`config.mk`:
```
export PLATFORM = sky130hd
export DESIGN_NAME = ncc_best_match
export DESIGN_NICKNAME = d
export VERILOG_FILES = /design/src/rtl/ncc_pkg.sv /design/src/rtl/ncc_score_calc.sv /design/src/rtl/ncc_best_match.sv
export SDC_FILE = /design/constraint.sdc
export NUM_CORES = 2
export LEC_CHECK = 0
export CORE_MARGIN = 2
export CORE_UTILIZATION = 59
export CTS_CLUSTER_DIAMETER = 100
export CTS_CLUSTER_SIZE = 25
export DETAILED_ROUTE_END_ITERATION = 10
export PLACE_DENSITY = 0.82
export SKIP_LAST_GASP = 1
export SYNTH_ARGS = -nofsm -noshare
export SYNTH_HDL_FRONTEND = slang
export SYNTH_SLANG_ARGS = --single-unit
```
`constraint.sdc`:
```
create_clock -name CLK -period 13.2 [get_ports CLK]
set_clock_uncertainty 0.05 [all_clocks]
set_input_delay 2.64 -clock CLK [delete_from_list [all_inputs] [get_ports CLK]]
set_output_delay 2.64 -clock CLK [all_outputs]
set_load 0.01 [all_outputs]
```
`src/rtl/ncc_pkg.sv`:
```
// Shared parameters, derived widths and FSM state type for the NCC best-match block.
package ncc_pkg;

    localparam int PIXEL_SIZE    = 8;
    localparam int LINE_SIZE     = 4;
    localparam int NUM_OF_LINES  = 4;
    localparam int NUM_TEMPLATES = 3;

    localparam int N       = LINE_SIZE * NUM_OF_LINES;
    localparam int ACC_W   = $clog2(NUM_OF_LINES) + $clog2(LINE_SIZE) + 2 * PIXEL_SIZE;
    localparam int SCORE_W = 2 * ACC_W + 1;
    localparam int VAR_W   = 2 * ACC_W;

    localparam int IDX_W  = (NUM_TEMPLATES > 1) ? $clog2(NUM_TEMPLATES) : 1;
    // template walker must also hold NUM_TEMPLATES to mark "all issued"
    localparam int K_W    = $clog2(NUM_TEMPLATES + 1);
    localparam int LCNT_W = (NUM_OF_LINES > 1) ? $clog2(NUM_OF_LINES) : 1;

    typedef enum logic [1:0] {
        COLLECT = 2'd0,
        SCAN    = 2'd1,
        DONE    = 2'd2
    } state_e;

endpackage

```
`src/rtl/ncc_score_calc.sv`:
```
// Covariance score for one template: N*SumTxI_k - SumI*T_sum_k, full width, signed.
module ncc_score_calc
    import ncc_pkg::*;
(
    input  logic [ACC_W-1:0]          SumI,
    input  logic [ACC_W-1:0]          SumTxI_k,
    input  logic [ACC_W-1:0]          T_sum_k,
    output logic signed [SCORE_W-1:0] score_k
);

    logic [SCORE_W-1:0] txi_x;
    logic [SCORE_W-1:0] si_x;
    logic [SCORE_W-1:0] ts_x;
    logic [SCORE_W-1:0] prod_n;
    logic [SCORE_W-1:0] prod_it;

    // operands are zero-extended first so neither product wraps; the
    // two's-complement difference is then the exact signed score
    assign txi_x   = SCORE_W'(SumTxI_k);
    assign si_x    = SCORE_W'(SumI);
    assign ts_x    = SCORE_W'(T_sum_k);
    assign prod_n  = SCORE_W'(N) * txi_x;
    assign prod_it = si_x * ts_x;
    assign score_k = $signed(prod_n - prod_it);

endmodule

```
`src/rtl/ncc_best_match.sv`:
```
// NCC best-match controller: counts accumulated lines, captures the frame sums,
// scores each template in turn through one shared score unit and reports the argmax.
//
// state   | meaning
// COLLECT | accepting line_valid, counting lines of the current frame
// SCAN    | walking templates through the score unit, tracking the best
// DONE    | result held on the outputs until result_ready
module ncc_best_match
    import ncc_pkg::*;
(
    input  logic                      CLK,
    input  logic                      reset,
    input  logic                      line_valid,
    output logic                      line_ready,
    input  logic [ACC_W-1:0]          Acc_lines_sum_I,
    input  logic [ACC_W-1:0]          Acc_lines_sum_I_square,
    input  logic [ACC_W-1:0]          Acc_lines_sum_T_x_I [NUM_TEMPLATES],
    input  logic [ACC_W-1:0]          T_sum [NUM_TEMPLATES],
    output logic                      acc_clear,
    output logic                      result_valid,
    input  logic                      result_ready,
    output logic [IDX_W-1:0]          best_idx,
    output logic signed [SCORE_W-1:0] best_score,
    output logic [VAR_W-1:0]          var_I,
    output logic                      overrun
);

    state_e              state_q;
    logic [LCNT_W-1:0]   line_cnt_q;
    logic [K_W-1:0]      k_q;

    logic [ACC_W-1:0]    si_q;
    logic [ACC_W-1:0]    s2_q;
    logic [ACC_W-1:0]    txi_q [NUM_TEMPLATES];
    logic [ACC_W-1:0]    ts_q  [NUM_TEMPLATES];

    // one-deep score pipeline: keeps the 41-bit product off the compare path
    logic signed [SCORE_W-1:0] sc_q;
    logic [IDX_W-1:0]          sc_idx_q;
    logic                      sc_vld_q;

    logic [IDX_W-1:0]          k_sel;
    logic signed [SCORE_W-1:0] score_k;
    logic [VAR_W-1:0]          var_calc;

    assign line_ready = (state_q == COLLECT);
    assign k_sel      = (k_q < K_W'(NUM_TEMPLATES)) ? k_q[IDX_W-1:0] : '0;
    assign var_calc   = VAR_W'(N) * VAR_W'(s2_q) - VAR_W'(si_q) * VAR_W'(si_q);

    ncc_score_calc u_score (
        .SumI     (si_q),
        .SumTxI_k (txi_q[k_sel]),
        .T_sum_k  (ts_q[k_sel]),
        .score_k  (score_k)
    );

    // frame sequencing FSM with capture, score pipeline and registered outputs
    always_ff @(posedge CLK or negedge reset) begin
        if (!reset) begin
            state_q      <= COLLECT;
            line_cnt_q   <= '0;
            k_q          <= '0;
            si_q         <= '0;
            s2_q         <= '0;
            for (int i = 0; i < NUM_TEMPLATES; i++) begin
                txi_q[i] <= '0;
                ts_q[i]  <= '0;
            end
            sc_q         <= '0;
            sc_idx_q     <= '0;
            sc_vld_q     <= 1'b0;
            acc_clear    <= 1'b0;
            result_valid <= 1'b0;
            best_idx     <= '0;
            best_score   <= '0;
            var_I        <= '0;
            overrun      <= 1'b0;
        end else begin
            acc_clear <= 1'b0;
            case (state_q)
                COLLECT: begin
                    if (line_valid) begin
                        if (line_cnt_q == LCNT_W'(NUM_OF_LINES - 1)) begin
                            si_q <= Acc_lines_sum_I;
                            s2_q <= Acc_lines_sum_I_square;
                            for (int i = 0; i < NUM_TEMPLATES; i++) begin
                                txi_q[i] <= Acc_lines_sum_T_x_I[i];
                                ts_q[i]  <= T_sum[i];
                            end
                            acc_clear  <= 1'b1;
                            line_cnt_q <= '0;
                            k_q        <= '0;
                            sc_vld_q   <= 1'b0;
                            state_q    <= SCAN;
                        end else begin
                            line_cnt_q <= line_cnt_q + 1'b1;
                        end
                    end
                end
                SCAN: begin
                    if (line_valid) begin
                        overrun <= 1'b1;
                    end
                    if (k_q == '0) begin
                        var_I <= var_calc;
                    end
                    if (k_q < K_W'(NUM_TEMPLATES)) begin
                        sc_q     <= score_k;
                        sc_idx_q <= k_sel;
                        sc_vld_q <= 1'b1;
                        k_q      <= k_q + 1'b1;
                    end else begin
                        sc_vld_q <= 1'b0;
                    end
                    if (sc_vld_q) begin
                        // strict greater-than keeps the lower index on ties
                        if (sc_idx_q == '0 || sc_q > best_score) begin
                            best_idx   <= sc_idx_q;
                            best_score <= sc_q;
                        end
                        if (sc_idx_q == IDX_W'(NUM_TEMPLATES - 1)) begin
                            result_valid <= 1'b1;
                            state_q      <= DONE;
                        end
                    end
                end
                DONE: begin
                    if (line_valid) begin
                        overrun <= 1'b1;
                    end
                    if (result_ready) begin
                        result_valid <= 1'b0;
                        state_q      <= COLLECT;
                    end
                end
                default: begin
                    state_q <= COLLECT;
                end
            endcase
        end
    end

endmodule

```
==> insert_results.sql <==
INSERT INTO impl_metrics (metric_group, metric, value, unit) VALUES
('worst_setup_path', 'critical_path.max_stage_delay', '640', 'ps'),
('clock_network', 'clock_tree.htree_level_count', '1', ''),
('worst_hold_path', 'hold_class', 'flip-flop to flip-flop', ''),
('timing', 'finalHoldViolCount', '0', ''),
('floorplan', 'initial_core_utilization', '59.4', '%'),
('grt', 'first_global_vias', '32300', ''),
('logic_synthesis', 'yosys-top-cells-area', 'sky130_fd_sc_hd__fa_1 31%, sky130_fd_sc_hd__dfrtp_1 18%, sky130_fd_sc_hd__ha_1 12%', ''),
('logic_synthesis', 'ys_ff_latch', '296', ''),
('grt', 'grt_start_max_net_pins', '155', ''),
('timing', 'final_period_minus_worst_setup_slack', '10480', 'ps'),
('logic_synthesis', 'synth_most_common_cell', 'sky130_fd_sc_hd__inv_1', ''),
('finish', 'final_net_count', '5580', ''),
('timing', 'finalCritPeriodShare', '79.4', '%'),
('floorplan', 'floorplan.die.height', '266', 'um'),
('detailed_routing', 'first_iter_violations', '2033', ''),
('worst_setup_path', 'slowest_stage', 'sky130_fd_sc_hd__ha_2', ''),
('logic_synthesis', 'synth_fa_ha_area_share', '42.9', '%'),
('detailed_routing', 'wl_met2', '49400', 'um'),
('timing', 'worst-slew-pin-transition', '1060', 'ps'),
('clock_network', 'cts_repair_resize_count', '0', ''),
('timing', 'timing.final.setup_violations', '0', ''),
('worst_setup_path', 'regToRegStartpoint', 'k_q[0]', ''),
('timing', 'hold_ws', '421', 'ps'),
('logic_synthesis', 'synthFlopType', 'sky130_fd_sc_hd__dfrtp_1', ''),
('outcome', 'status', 'finished clean', ''),
('detailed_routing', 'wirelength_met1', '38800', 'um'),
('logic_synthesis', 'synth_simple_gate_area_share', '12.4', '%'),
('finish', 'fillers', '5300', ''),
('clock_network', 'cts_sinks', '296', ''),
('worst_setup_path', 'worstPathArrival', '10840', 'ps'),
('clock_network', 'postCtsSetupRepairBufs', '0', ''),
('worst_setup_path', 'timing.critical_path.required', '13560', 'ps'),
('worst_setup_path', 'timing.critical_path.from_type', 'flip-flop', ''),
('logic_synthesis', 'synth_enable_flop_cells', '0', ''),
('logic_synthesis', 'synth_top_family_by_area', 'adder cells', ''),
('worst_setup_path', 'worst_path_most_repeated_cell', 'sky130_fd_sc_hd__fa_1', ''),
('detailed_routing', 'routedWlPerCell', '18.5', 'um'),
('detailed_routing', 'post-route-drc-count', '0', ''),
('finish', 'post_route_cells_drive_above_1_share', '7.21', '%'),
('finish', 'flow.area_growth_from_synthesis', '9.72', '%'),
('finish', 'layout.core_utilization', '65.2', '%'),
('worst_setup_path', 'timing.critical_path.buf_inv', '7', ''),
('logic_synthesis', 'synth_cell_types', '81', ''),
('detailed_routing', 'number_of_detailed_routing_iterations_run_before_antenna_repair', '6', ''),
('worst_setup_path', 'timing.critical_path.from', 'k_q[0]', ''),
('grt', 'grt_use_total', '28.9', '%'),
('grt', 'gr-total-overflow', '0', ''),
('timing', 'clock.fmax', '95.4', 'MHz'),
('clock_network', 'clk_latency', '590', 'ps'),
('place', 'post_place_instance_area', '43900', 'um^2'),
('floorplan', 'fp-row-count', '96', ''),
('logic_synthesis', 'post_synth_instance_area', '40600', 'um^2'),
('logic_synthesis', 'synthesized_area_fraction_occupied_by_ao_oa_aoi_and_oai_cells', '7.66', '%'),
('worst_setup_path', 'endpoint_kind', 'flip-flop', ''),
('detailed_routing', 'met3_length', '6320', 'um'),
('timing', 'final.setup.tns', '0', 'ps'),
('logic_synthesis', 'ys.warnings.count', '0', ''),
('place', 'port-buffer-count', '250', ''),
('grt', 'grt_antenna_before_repair', '3', ''),
('clock_network', 'cts_root_buf', 'sky130_fd_sc_hd__clkbuf_16', ''),
('logic_synthesis', 'post_synth_arst_share', '100', '%'),
('logic_synthesis', 'synth_nets', '5452', ''),
('timing', 'final_max_slew_viol_count', '0', ''),
('worst_setup_path', 'path_class', 'flip-flop to flip-flop', ''),
('timing', 'rsz0062_at_grt', 'false', ''),
('logic_synthesis', 'synthDominantCellAreaShare', '31.4', '%'),
('logic_synthesis', 'syn_area_per_cell', '9.49', 'um^2'),
('worst_setup_path', 'critical-path-top-delay-family', 'adder cells', ''),
('clock_network', 'cts_tree', 'yes', ''),
('floorplan', 'ioPinCount', '251', ''),
('detailed_routing', 'via_count', '29700', '');
==> metrics by stage <==
stage | cells | setup WS (ps)
2_1_floorplan | 4277 | 3930
3_3_place_gp | 5265 | 2900
3_5_place_dp | 5266 | 2680
4_1_cts | 5295 | 2610
5_1_grt | 5297 | 2220
6_report | 5298 | 2720
==> kinds of logic after synthesis <==
| logic type | count (synthesis) |
|---|---|
| xor gates and xnor gates | 107 |
| DFF | 296 |
| muxes | 237 |
| buffers and inverters | 1081 |
| other | 1 |
| adders and majority gates | 1011 |
| and+or+nand+nor | 1051 |
| AOI/OAI and AO/OA | 493 |
==> worst paths after layout <==
| path | endpoint | slack, ps | depth (start not counted) |
|---|---|---|---|
| min | overrun | 420 | 1 |
| max | sc_q[39] | 2720 | 35 |
| max reg2reg | sc_q[39] | 2720 | 35 |
| max in group asynchronous | si_q[2] | 9030 | 3 |
| min in group asynchronous | si_q[18] | 1940 | 1 |
| min reg2reg | overrun | 420 | 1 |
==> registers in the layout (all words and copies together), names as in the netlist <==
signal,count
state_q,2
best_score,41
ts_q,60
sc_idx_q,2
acc_clear,1
result_valid,1
si_q,20
sc_q,41
txi_q,60
line_cnt_q,2
overrun,1
var_I,40
s2_q,20
sc_vld_q,1
best_idx,2
k_q,2
==> metal layers <==
metal  up-vias  track usage [%]
met4         0             9.47
met5         -                0
met2       911             50.8
li1      13600                -
met3       195             4.27
met1     15000             36.8
==> layout by cell type (no fill, tap or decap), types with 94 or more instances in the layout <==
master                            count
sky130_fd_sc_hd__mux2_2             191
sky130_fd_sc_hd__clkdlybuf4s50_1    249
sky130_fd_sc_hd__a21oi_1            106
sky130_fd_sc_hd__ha_1               374
sky130_fd_sc_hd__nor2_1              94
sky130_fd_sc_hd__nand2_1            525
sky130_fd_sc_hd__fa_1               636
sky130_fd_sc_hd__inv_1              885
sky130_fd_sc_hd__o21ai_0            145
sky130_fd_sc_hd__dfrtp_1            296
sky130_fd_sc_hd__and2_1             269
==> layout make-up <==
| type | count | area [um^2] | share of cell area, % |
|---|---|---|---|
| flip-flops and latches | 296 | 7410 | 16.6 |
| clock buffers | 20 | 489 | 1.10 |
| inverters | 886 | 3330 | 7.47 |
| well taps | 882 | 1100 | 2.48 |
| repair buffers | 302 | 2910 | 6.53 |
| clock inverters | 9 | 134 | 0.301 |
| diodes | 3 | 7.51 | 0.0169 |
| multi-input cells | 2900 | 29200 | 65.5 |
Power is not shown: default switching activity piles up to over one toggle a cycle in this logic, so the estimate is an artifact.
